**config.mk**
```make
export PLATFORM = sky130hd
export DESIGN_NAME = spi_master_ctrl
export DESIGN_NICKNAME = d
export VERILOG_FILES = /design/src/rtl/spi_master_ctrl.sv
export SDC_FILE = /design/constraint.sdc
export NUM_CORES = 1
export LEC_CHECK = 0
export ABC_AREA = 1
export CAP_MARGIN = 20
export CORE_UTILIZATION = 49
export DETAILED_ROUTE_END_ITERATION = 12
export HOLD_SLACK_MARGIN = 0.02
export PLACE_DENSITY = 0.82
export SLEW_MARGIN = 25
export SYNTH_ARGS = -nofsm -noshare
export SYNTH_HDL_FRONTEND = slang
export SYNTH_SLANG_ARGS = --single-unit
export TNS_END_PERCENT = 50
```
**constraint.sdc**
```tcl
create_clock -name clock -period 1.58 [get_ports clock]
set_input_delay 0.474 -clock clock [delete_from_list [all_inputs] [get_ports clock]]
set_output_delay 0.474 -clock clock [all_outputs]
set_load 0.005 [all_outputs]
```
**src/rtl/spi_master_ctrl.sv**
```systemverilog
// spi_master_ctrl: takes one parallel SRAM read/write request at a time and
// sends it to the SPI slave as a command bit, an 8-bit address and 8 data
// bits, MSB first. For reads it captures the 8-bit reply from the slave.
module spi_master_ctrl #(
    parameter int TURNAROUND = 2,
    parameter int IDLE_GAP   = 1
) (
    input  logic       clock,
    input  logic       reset,
    input  logic       req_valid,
    output logic       req_ready,
    input  logic       req_cmd,
    input  logic [7:0] req_addr,
    input  logic [7:0] req_data,
    output logic       sdoM,
    input  logic       sdoS,
    output logic       frame,
    output logic       rsp_valid,
    output logic [7:0] rsp_data,
    output logic       wr_done
);

    typedef enum logic [2:0] {
        IDLE,
        CMD,
        ADDR,
        DATA,
        TURN,
        RDATA,
        GAP
    } state_t;

    localparam logic [3:0] TURN_LAST = 4'(TURNAROUND - 1);
    localparam logic [3:0] GAP_LAST  = 4'(IDLE_GAP - 1);

    state_t      state_q, state_d;
    logic        cmd_q, cmd_d;
    logic [15:0] tx_q, tx_d;
    logic [7:0]  rx_q, rx_d;
    logic [2:0]  bit_cnt_q, bit_cnt_d;
    logic [3:0]  turn_cnt_q, turn_cnt_d;
    logic [3:0]  gap_cnt_q, gap_cnt_d;
    logic        sdo_m_q, sdo_m_d;
    logic        frame_q, frame_d;
    logic        rsp_valid_q, rsp_valid_d;
    logic [7:0]  rsp_data_q, rsp_data_d;
    logic        wr_done_q, wr_done_d;

    // Register the FSM, shift registers, counters and every serial output.
    always_ff @(posedge clock) begin
        if (reset) begin
            state_q     <= IDLE;
            cmd_q       <= 1'b0;
            tx_q        <= 16'h0000;
            rx_q        <= 8'h00;
            bit_cnt_q   <= 3'd0;
            turn_cnt_q  <= 4'd0;
            gap_cnt_q   <= 4'd0;
            sdo_m_q     <= 1'b0;
            frame_q     <= 1'b0;
            rsp_valid_q <= 1'b0;
            rsp_data_q  <= 8'h00;
            wr_done_q   <= 1'b0;
        end else begin
            state_q     <= state_d;
            cmd_q       <= cmd_d;
            tx_q        <= tx_d;
            rx_q        <= rx_d;
            bit_cnt_q   <= bit_cnt_d;
            turn_cnt_q  <= turn_cnt_d;
            gap_cnt_q   <= gap_cnt_d;
            sdo_m_q     <= sdo_m_d;
            frame_q     <= frame_d;
            rsp_valid_q <= rsp_valid_d;
            rsp_data_q  <= rsp_data_d;
            wr_done_q   <= wr_done_d;
        end
    end

    // Next-state logic; sdoM/frame are computed for the upcoming cycle so they leave the chip straight from flops.
    always_comb begin
        state_d     = state_q;
        cmd_d       = cmd_q;
        tx_d        = tx_q;
        rx_d        = rx_q;
        bit_cnt_d   = bit_cnt_q;
        turn_cnt_d  = turn_cnt_q;
        gap_cnt_d   = gap_cnt_q;
        sdo_m_d     = 1'b0;
        rsp_data_d  = rsp_data_q;
        rsp_valid_d = 1'b0;
        wr_done_d   = 1'b0;

        case (state_q)
            IDLE: begin
                if (req_valid) begin
                    state_d   = CMD;
                    cmd_d     = req_cmd;
                    tx_d      = {req_addr, req_data};
                    bit_cnt_d = 3'd0;
                    sdo_m_d   = req_cmd;
                end
            end
            CMD: begin
                state_d   = ADDR;
                bit_cnt_d = 3'd0;
                sdo_m_d   = tx_q[15];
                tx_d      = {tx_q[14:0], 1'b0};
            end
            ADDR: begin
                if (bit_cnt_q == 3'd7) begin
                    bit_cnt_d = 3'd0;
                    if (cmd_q) begin
                        state_d = DATA;
                        sdo_m_d = tx_q[15];
                        tx_d    = {tx_q[14:0], 1'b0};
                    end else begin
                        state_d    = TURN;
                        turn_cnt_d = 4'd0;
                    end
                end else begin
                    bit_cnt_d = bit_cnt_q + 3'd1;
                    sdo_m_d   = tx_q[15];
                    tx_d      = {tx_q[14:0], 1'b0};
                end
            end
            DATA: begin
                if (bit_cnt_q == 3'd7) begin
                    state_d   = GAP;
                    bit_cnt_d = 3'd0;
                    gap_cnt_d = 4'd0;
                    wr_done_d = 1'b1;
                end else begin
                    bit_cnt_d = bit_cnt_q + 3'd1;
                    sdo_m_d   = tx_q[15];
                    tx_d      = {tx_q[14:0], 1'b0};
                end
            end
            TURN: begin
                if (turn_cnt_q == TURN_LAST) begin
                    state_d   = RDATA;
                    bit_cnt_d = 3'd0;
                end else begin
                    turn_cnt_d = turn_cnt_q + 4'd1;
                end
            end
            RDATA: begin
                rx_d = {rx_q[6:0], sdoS};
                if (bit_cnt_q == 3'd7) begin
                    state_d     = GAP;
                    bit_cnt_d   = 3'd0;
                    gap_cnt_d   = 4'd0;
                    rsp_data_d  = {rx_q[6:0], sdoS};
                    rsp_valid_d = 1'b1;
                end else begin
                    bit_cnt_d = bit_cnt_q + 3'd1;
                end
            end
            GAP: begin
                if (gap_cnt_q == GAP_LAST) begin
                    state_d = IDLE;
                end else begin
                    gap_cnt_d = gap_cnt_q + 4'd1;
                end
            end
            default: begin
                state_d = IDLE;
            end
        endcase

        frame_d = (state_d != IDLE) && (state_d != GAP);
    end

    // Drive the ports from state and output flops only.
    always_comb begin
        req_ready = (state_q == IDLE);
        sdoM      = sdo_m_q;
        frame     = frame_q;
        rsp_valid = rsp_valid_q;
        rsp_data  = rsp_data_q;
        wr_done   = wr_done_q;
    end

endmodule

```
==> flow_metrics.env, run 1 <==
export IMPL_grt_pass1_wl_um=9350
export IMPL_powerDensity_mw_per_mm2=872
export IMPL_clock_sinks=50
export IMPL_status="complete, no violations"
export IMPL_timing_hold_ws_ps=462
export IMPL_max_stage_delay_ps=340
export IMPL_synth_edf_count=0
export IMPL_place_congestion=0.903
export IMPL_synth_area_mm2=0.00246
export IMPL_synthCells=371
export IMPL_startpoint_type="flip-flop"
export IMPL_max_freq_ghz=0.636
export IMPL_rows=25
export IMPL_drt_total_wl_um=5570
export IMPL_nFillCells=391
export IMPL_detail_route_antenna_nets=0
export IMPL_synth_top_area_cell="dfxtp_1"
export IMPL_post_route_util_pct=67.4
export IMPL_min_period_ps=1570
export IMPL_async_reset_ff_share_pct=0
export IMPL_maxCapViolCount=0
export IMPL_cp_buffers_inverters=3
export IMPL_worstSetupEndpointType="flip-flop"
export IMPL_wl_per_cell_um=11.3
export IMPL_place_inst=479
export IMPL_synth_distinct_cells=27
export IMPL_clock_latency_ps=310
export IMPL_cpMostUsedCell="nand2_2"
export IMPL_ctsHtreeMaxLevel=2
export IMPL_clk_pin_slew_ps=90
export IMPL_synth_warning_count=0
export IMPL_worst_pin_slew_ps=279
export IMPL_rsz0062_at_grt="yes"
export IMPL_areaGrowthSynthToFinish_pct=31.2
export IMPL_n_antenna_cell=0
export IMPL_die_height_um=72.9
export IMPL_synth_area_per_cell_um2=6.63
export IMPL_skew_ps=8.90
export IMPL_io_buffers=33
export IMPL_track_usage_pct=22.3
export IMPL_vdd_ir_drop_worst_v=0.000437
export IMPL_grt_pass1_vias=2311
export IMPL_route_detailed_drc=0
export IMPL_synth_top_area_share_pct=40.7
export IMPL_maxSlewHeadroom_pct=81.4
export IMPL_postCtsHoldBufs=0
export IMPL_post_dp_hpwl_um=3520
export IMPL_synth_most_common_cell="nand2_1"
export IMPL_max_clock_path_buffers=2
export IMPL_grt_max_degree=20
export IMPL_crit_slowest_cell="dfxtp_2"
export IMPL_first_pass_iters=4
export IMPL_p_leak_nw=1.59
export IMPL_yosys_top_cells_area="dfxtp_1, nand2_1, nor2_1"
export IMPL_cp_max_fo=8
export IMPL_fin_cells=491
export IMPL_min_period_over_period_pct=99.5
export IMPL_path_class="reg -> reg"
export IMPL_critical_path_arrival_ps=1780
export IMPL_required_ps=1790
export IMPL_syn_nets=399
export IMPL_cts_buffers_inserted=5
export IMPL_drive_gt1_share_pct=17.7
export IMPL_num_vias=2428
export IMPL_gr_total_overflow=0
export IMPL_ys_seq_elements=50
export IMPL_fp_coreArea_mm2=0.00479
export IMPL_hold_viol=0
export IMPL_finalSetupViolations=0
export IMPL_path_cells="ha_4 -> ha_4 -> nand2_2 -> inv_2 -> nand2_2 -> nand2_2 -> nor2_4 -> buf_12 -> buf_12 -> nand2_1 -> nand2_1 -> nor2_1"
export IMPL_synth_commonest_cells="nand2_1, nor2_1, dfxtp_1, nand3_1, inv_1"
export IMPL_drt_iter0_drc=146
export IMPL_yosysSeqAreaShare_pct=40.7
export IMPL_io_pins=34
export IMPL_critPathTopFamily="simple AND/OR/NAND/NOR gates"
export IMPL_fp_dieW_um=72.9
export IMPL_dieArea_mm2=0.00531
export IMPL_hold_class="reg -> reg"
export IMPL_synth_ff_type="dfxtp_1"
export IMPL_antenna_found_initial=0
export IMPL_start_util_pct=51.4
export IMPL_cts_tree="built"
export IMPL_cts_root_buf="clkbuf_8"
export IMPL_viasPerCell=4.95
export IMPL_report_final_slew_viol_count=0
export IMPL_nets=452
## per-layer routing
layer	GRT usage (%)	vias to the layer above	routed length (µm)
met2	40.2	42	2710
met1	25.7	1117	2600
met4	9.59	0	70
li1	-	1261	-
met5	0	-	0
met3	4.42	8	177
## layout make-up
type	instances	area, µm²	share of cell area, %
timing repair buffer	58	576	17.8
sequential	50	1010	31.4
clock inverter	2	38.8	1.20
tap	67	83.8	2.60
multi-input combinational	276	1320	40.9
inverter	33	124	3.84
clock buffer	5	68.8	2.13
## metrics by stage
stage          worst slack [ps]  instance area, µm²  power (mW)  setup TNS, ps
3_3_place_gp               -118                2960        1.84          -2330
3_5_place_dp               -148                2960        1.85          -2680
6_report                   7.19                3230        2.81              0
4_1_cts                   -23.4                3180        2.80           -155
2_1_floorplan              63.7                2460        1.69              0
5_1_grt                   -47.4                3230        2.93           -441
## cells in the final DEF, fill, tap and decap left out, drive strengths merged, types with 12 or more instances in the layout
master,synthesis,routed
a21oi,13,13
buf,8,25
clkdlybuf4s50,0,20
dfxtp,50,50
dlygate4sd2,0,12
inv,31,31
nand2,128,128
nand3,37,37
nor2,67,67
o21ai,13,13
## power by group
| group | internal [mW] | switching [mW] | total (mW) |
|---|---|---|---|
| Sequential | 1.33 | 0.0365 | 1.36 |
| Clock | 0.466 | 0.432 | 0.898 |
| Combinational | 0.261 | 0.291 | 0.552 |
## sequential cells by signal, indices dropped and copies added, names as in the netlist
signal and cells:
rsp_data 8, frame 1, rsp_valid 1, bit_cnt_q 3
cmd_q 1, turn_cnt_q 4, rx_q 7, state_q 3
gap_cnt_q 4, wr_done 1, tx_q 16, sdoM 1
## logic make-up after synthesis
group	Yosys count	synth area share, %
flip-flops	50	40.7
adder cells (fa/ha/maj)	7	3.56
AND/OR/NAND/NOR	238	40.6
buffers and inverters	45	8.14
AO/OA/AOI/OAI	30	6.66
XOR/XNOR	1	0.356
## worst paths after layout
| path | endpoint | slack (ps) | cells after the start | start |
|---|---|---|---|---|
| worst max-delay path | tx_q[13] | 7 | 12 | bit_cnt_q[1] |
| worst min-delay path | rsp_data[2] | 460 | 2 | rx_q[1] |
| worst max register to register | tx_q[13] | 7 | 12 | bit_cnt_q[1] |
| worst min register to register | rsp_data[2] | 460 | 2 | rx_q[1] |
## worst reg2reg max path, cell delays in order (launching register included)
cell and delay (ps):
dfxtp_2 340, ha_4 170, ha_4 170, nand2_2 60
inv_2 40, nand2_2 70, nand2_2 70, nor2_4 160
buf_12 140, buf_12 120, nand2_1 50, nand2_1 60
nor2_1 40
## repair_timing
action | in CTS | in global routing
pin swaps | 1 | 9
endpoints found under the setup margin | 29 | 22
buffers inserted | 1 | 2
resized for setup | 33 | 15
gates cloned | 2 | 0
No activity file was read; power rests on OpenSTA's default activity.
==> inputs of run 2 (changes only) <==
--- a/config.mk
+++ b/config.mk
@@ -5,9 +5,9 @@
 export SDC_FILE = /design/constraint.sdc
 export NUM_CORES = 1
 export LEC_CHECK = 0
-export ABC_AREA = 1
+export ABC_AREA = 0
 export CAP_MARGIN = 20
-export CORE_UTILIZATION = 49
+export CORE_UTILIZATION = 48
 export DETAILED_ROUTE_END_ITERATION = 12
 export HOLD_SLACK_MARGIN = 0.02
 export PLACE_DENSITY = 0.82
==> flow_metrics.env, run 2 <==
export IMPL_status="complete, but fails checks"
export IMPL_violations="setup timing"
export IMPL_max_clock_path_buffers=2
export IMPL_fin_ws_ps=-35.5
export IMPL_worst_pin_slew_ps=368
export IMPL_drive_gt1_share_pct=29.7
export IMPL_p_leak_nw=1.32
export IMPL_rsz0062_at_grt="yes"
export IMPL_min_period_ps=1620
export IMPL_n_antenna_cell=0
export IMPL_worst_r2r_setup_slack_ps=-40
export IMPL_detail_route_antenna_nets=0
export IMPL_gr_total_overflow=0
export IMPL_synth_warning_count=0
export IMPL_fp_coreArea_mm2=0.00472
export IMPL_hold_class="reg -> reg"
export IMPL_synth_distinct_cells=44
export IMPL_wl_met1_um=2400
export IMPL_post_dp_hpwl_um=3570
export IMPL_startpoint_type="flip-flop"
export IMPL_wl_met2_um=3030
export IMPL_skew_ps=7.96
export IMPL_drt_total_wl_um=5710
export IMPL_fin_cells=394
export IMPL_largest_register_ffs=16
export IMPL_cp_endpoint="tx_q[12]"
export IMPL_final_cell_mix="dfxtp_1, buf_4, nand2_1, nor2_1, a21oi_1"
export IMPL_fp_dieW_um=72.0
export IMPL_grt_pass1_vias=2029
export IMPL_synth_top_area_share_pct=42.6
export IMPL_synthCells=264
export IMPL_synth_edf_count=0
export IMPL_grt_pass1_wl_um=8790
export IMPL_synth_area_per_cell_um2=8.90
export IMPL_cts_root_buf="clkbuf_8"
export IMPL_post_route_util_pct=69.4
export IMPL_maxSlewHeadroom_pct=75.2
export IMPL_synth_ff_type="dfxtp_1"
export IMPL_cts_tree="built"
export IMPL_cp_startpoint="bit_cnt_q[0]"
export IMPL_clock_latency_ps=300
export IMPL_die_height_um=72.0
export IMPL_rows=25
export IMPL_wl_per_cell_um=14.5
export IMPL_min_period_over_period_pct=102
export IMPL_io_pins=34
export IMPL_cp_max_fo=8
export IMPL_synth_most_common_cell="dfxtp_1"
export IMPL_layout_commonest_cell="dfxtp_1"
export IMPL_max_freq_ghz=0.619
export IMPL_clock_sinks=50
export IMPL_worstRegToRegCells=7
export IMPL_path_class="reg -> reg"
export IMPL_timing_rr_end="tx_q[12]"
export IMPL_required_ps=1790
export IMPL_r2r_start="bit_cnt_q[0]"
export IMPL_async_reset_ff_share_pct=0
export IMPL_drt_iter0_drc=75
export IMPL_dr_max_layer_used="met4"
export IMPL_clk_pin_slew_ps=90
export IMPL_place_congestion=0.910
export IMPL_postCtsHoldBufs=0
export IMPL_cts_buffers_inserted=5
export IMPL_critical_path_arrival_ps=1830
export IMPL_synth_top_area_cell="dfxtp_1"
export IMPL_worstSetupEndpointType="flip-flop"
export IMPL_first_pass_iters=4
export IMPL_ctsHtreeMaxLevel=2
export IMPL_vdd_ir_drop_worst_v=0.000309
export IMPL_hold_viol=0
export IMPL_syn_nets=292
export IMPL_areaGrowthSynthToFinish_pct=39.5
export IMPL_ys_seq_elements=50
export IMPL_yosys_top_cells_area="dfxtp_1, mux2i_1, nand2_1"
export IMPL_synth_commonest_cells="dfxtp_1, nand2_1, nor2_1, a21oi_1, nand3_1"
export IMPL_report_final_slew_viol_count=0
export IMPL_nets=354
export IMPL_route_detailed_drc=0
export IMPL_viasPerCell=5.42
export IMPL_yosysSeqAreaShare_pct=42.6
export IMPL_antenna_found_initial=0
export IMPL_place_inst=379
export IMPL_maxCapViolCount=0
export IMPL_start_util_pct=49.7
export IMPL_dieArea_mm2=0.00518
export IMPL_io_buffers=33
export IMPL_route_met3_wl_um=205
export IMPL_synth_area_mm2=0.00235
export IMPL_powerDensity_mw_per_mm2=801
export IMPL_power_total_mw=2.62
export IMPL_track_usage_pct=21.2
export IMPL_finalSetupViolations=6
export IMPL_grt_max_degree=33
export IMPL_num_vias=2136
export IMPL_top_register="tx_q"
## run 2: cell types whose count changed in the layout (fill, tap and decap cells not counted), moves of 8 or more
cell	delta
nor2_1	-36
inv_1	-22
a211oi_2	+8
nand2b_1	+8
buf_4	+12
mux2i_1	+14
nand3_1	-21
nand2_1	-83
nand2_2	-12
o21ai_0	-9
## run 2: what timing repair did
| item | CTS | global route |
|---|---|---|
| setup endpoints to repair | 32 | 33 |
| setup buffers | 1 | 4 |
| pin swaps | 1 | 22 |
| gates resized for setup | 32 | 26 |
| gates cloned | 0 | 2 |
## run 2: stage by stage
stage / instance area, µm² / setup WS [ps] / hold WS [ps] / TNS (ps)
detailed placement: 2980 / -333 / 445 / -7620
CTS: 3090 / -8.06 / 454 / -9.49
global route: 3280 / -119 / 477 / -910
finish: 3280 / -35.5 / 452 / -131
floorplan: 2390 / 8.26 / 432 / 0
global placement: 2980 / -281 / 443 / -6270
## run 2: critical path: stages (launching register included)
cell and delay, ps:
dfxtp_2 340, ha_4 170, ha_4 170, a311oi_4 290
buf_6 170, clkbuf_16 150, nor2_1 50, a211oi_1 180
## run 2: logic make-up (layout without fill, tap and decap cells)
family	Yosys count	in the layout	share of synthesized area [%]
simple gates	106	106	22.0
compound gates	56	56	17.1
flops	50	50	42.6
buf+inv	24	87	5.75
mux	17	17	7.29
fa+ha+maj	7	7	3.73
xor+xnor	4	4	1.49
## run 2: report_power, final
group          internal (mW)  total, mW  switching [mW]
Sequential              1.32       1.36          0.0394
Clock                  0.313      0.733           0.420
Combinational          0.283      0.528           0.246
Total                   1.92       2.62           0.705
## run 2: how the worst min path moves through the flow
stage,startpoint,to,slack [ps],depth (start not counted)
after CTS,rsp_data[5],rsp_data[5],450,2
final,rsp_data[5],rsp_data[5],450,2
after global placement,rx_q[6],rsp_data[7],440,2
after floorplan,rx_q[6],rsp_data[7],430,2
after global routing,rsp_data[5],rsp_data[5],480,2
after detailed placement,rsp_data[5],rsp_data[5],450,2
## run 2: routing by layer
| metal | vias to the layer above | global-route usage [%] |
|---|---|---|
| li1 | 1057 | - |
| met1 | 1031 | 25.1 |
| met2 | 41 | 37.8 |
| met3 | 7 | 4.17 |
| met4 | 0 | 8.50 |
| met5 | - | 0 |
## run 2: layout make-up
cell class                      count  area (µm²)
Fill cell                         362        1450
Multi-Input combinational cell    190        1370
Sequential cell                    50        1020
Clock inverter                      2        13.8
Tap cell                           67        83.8
Clock buffer                        6        72.6
Inverter                            6        22.5
Timing Repair Buffer               73         693
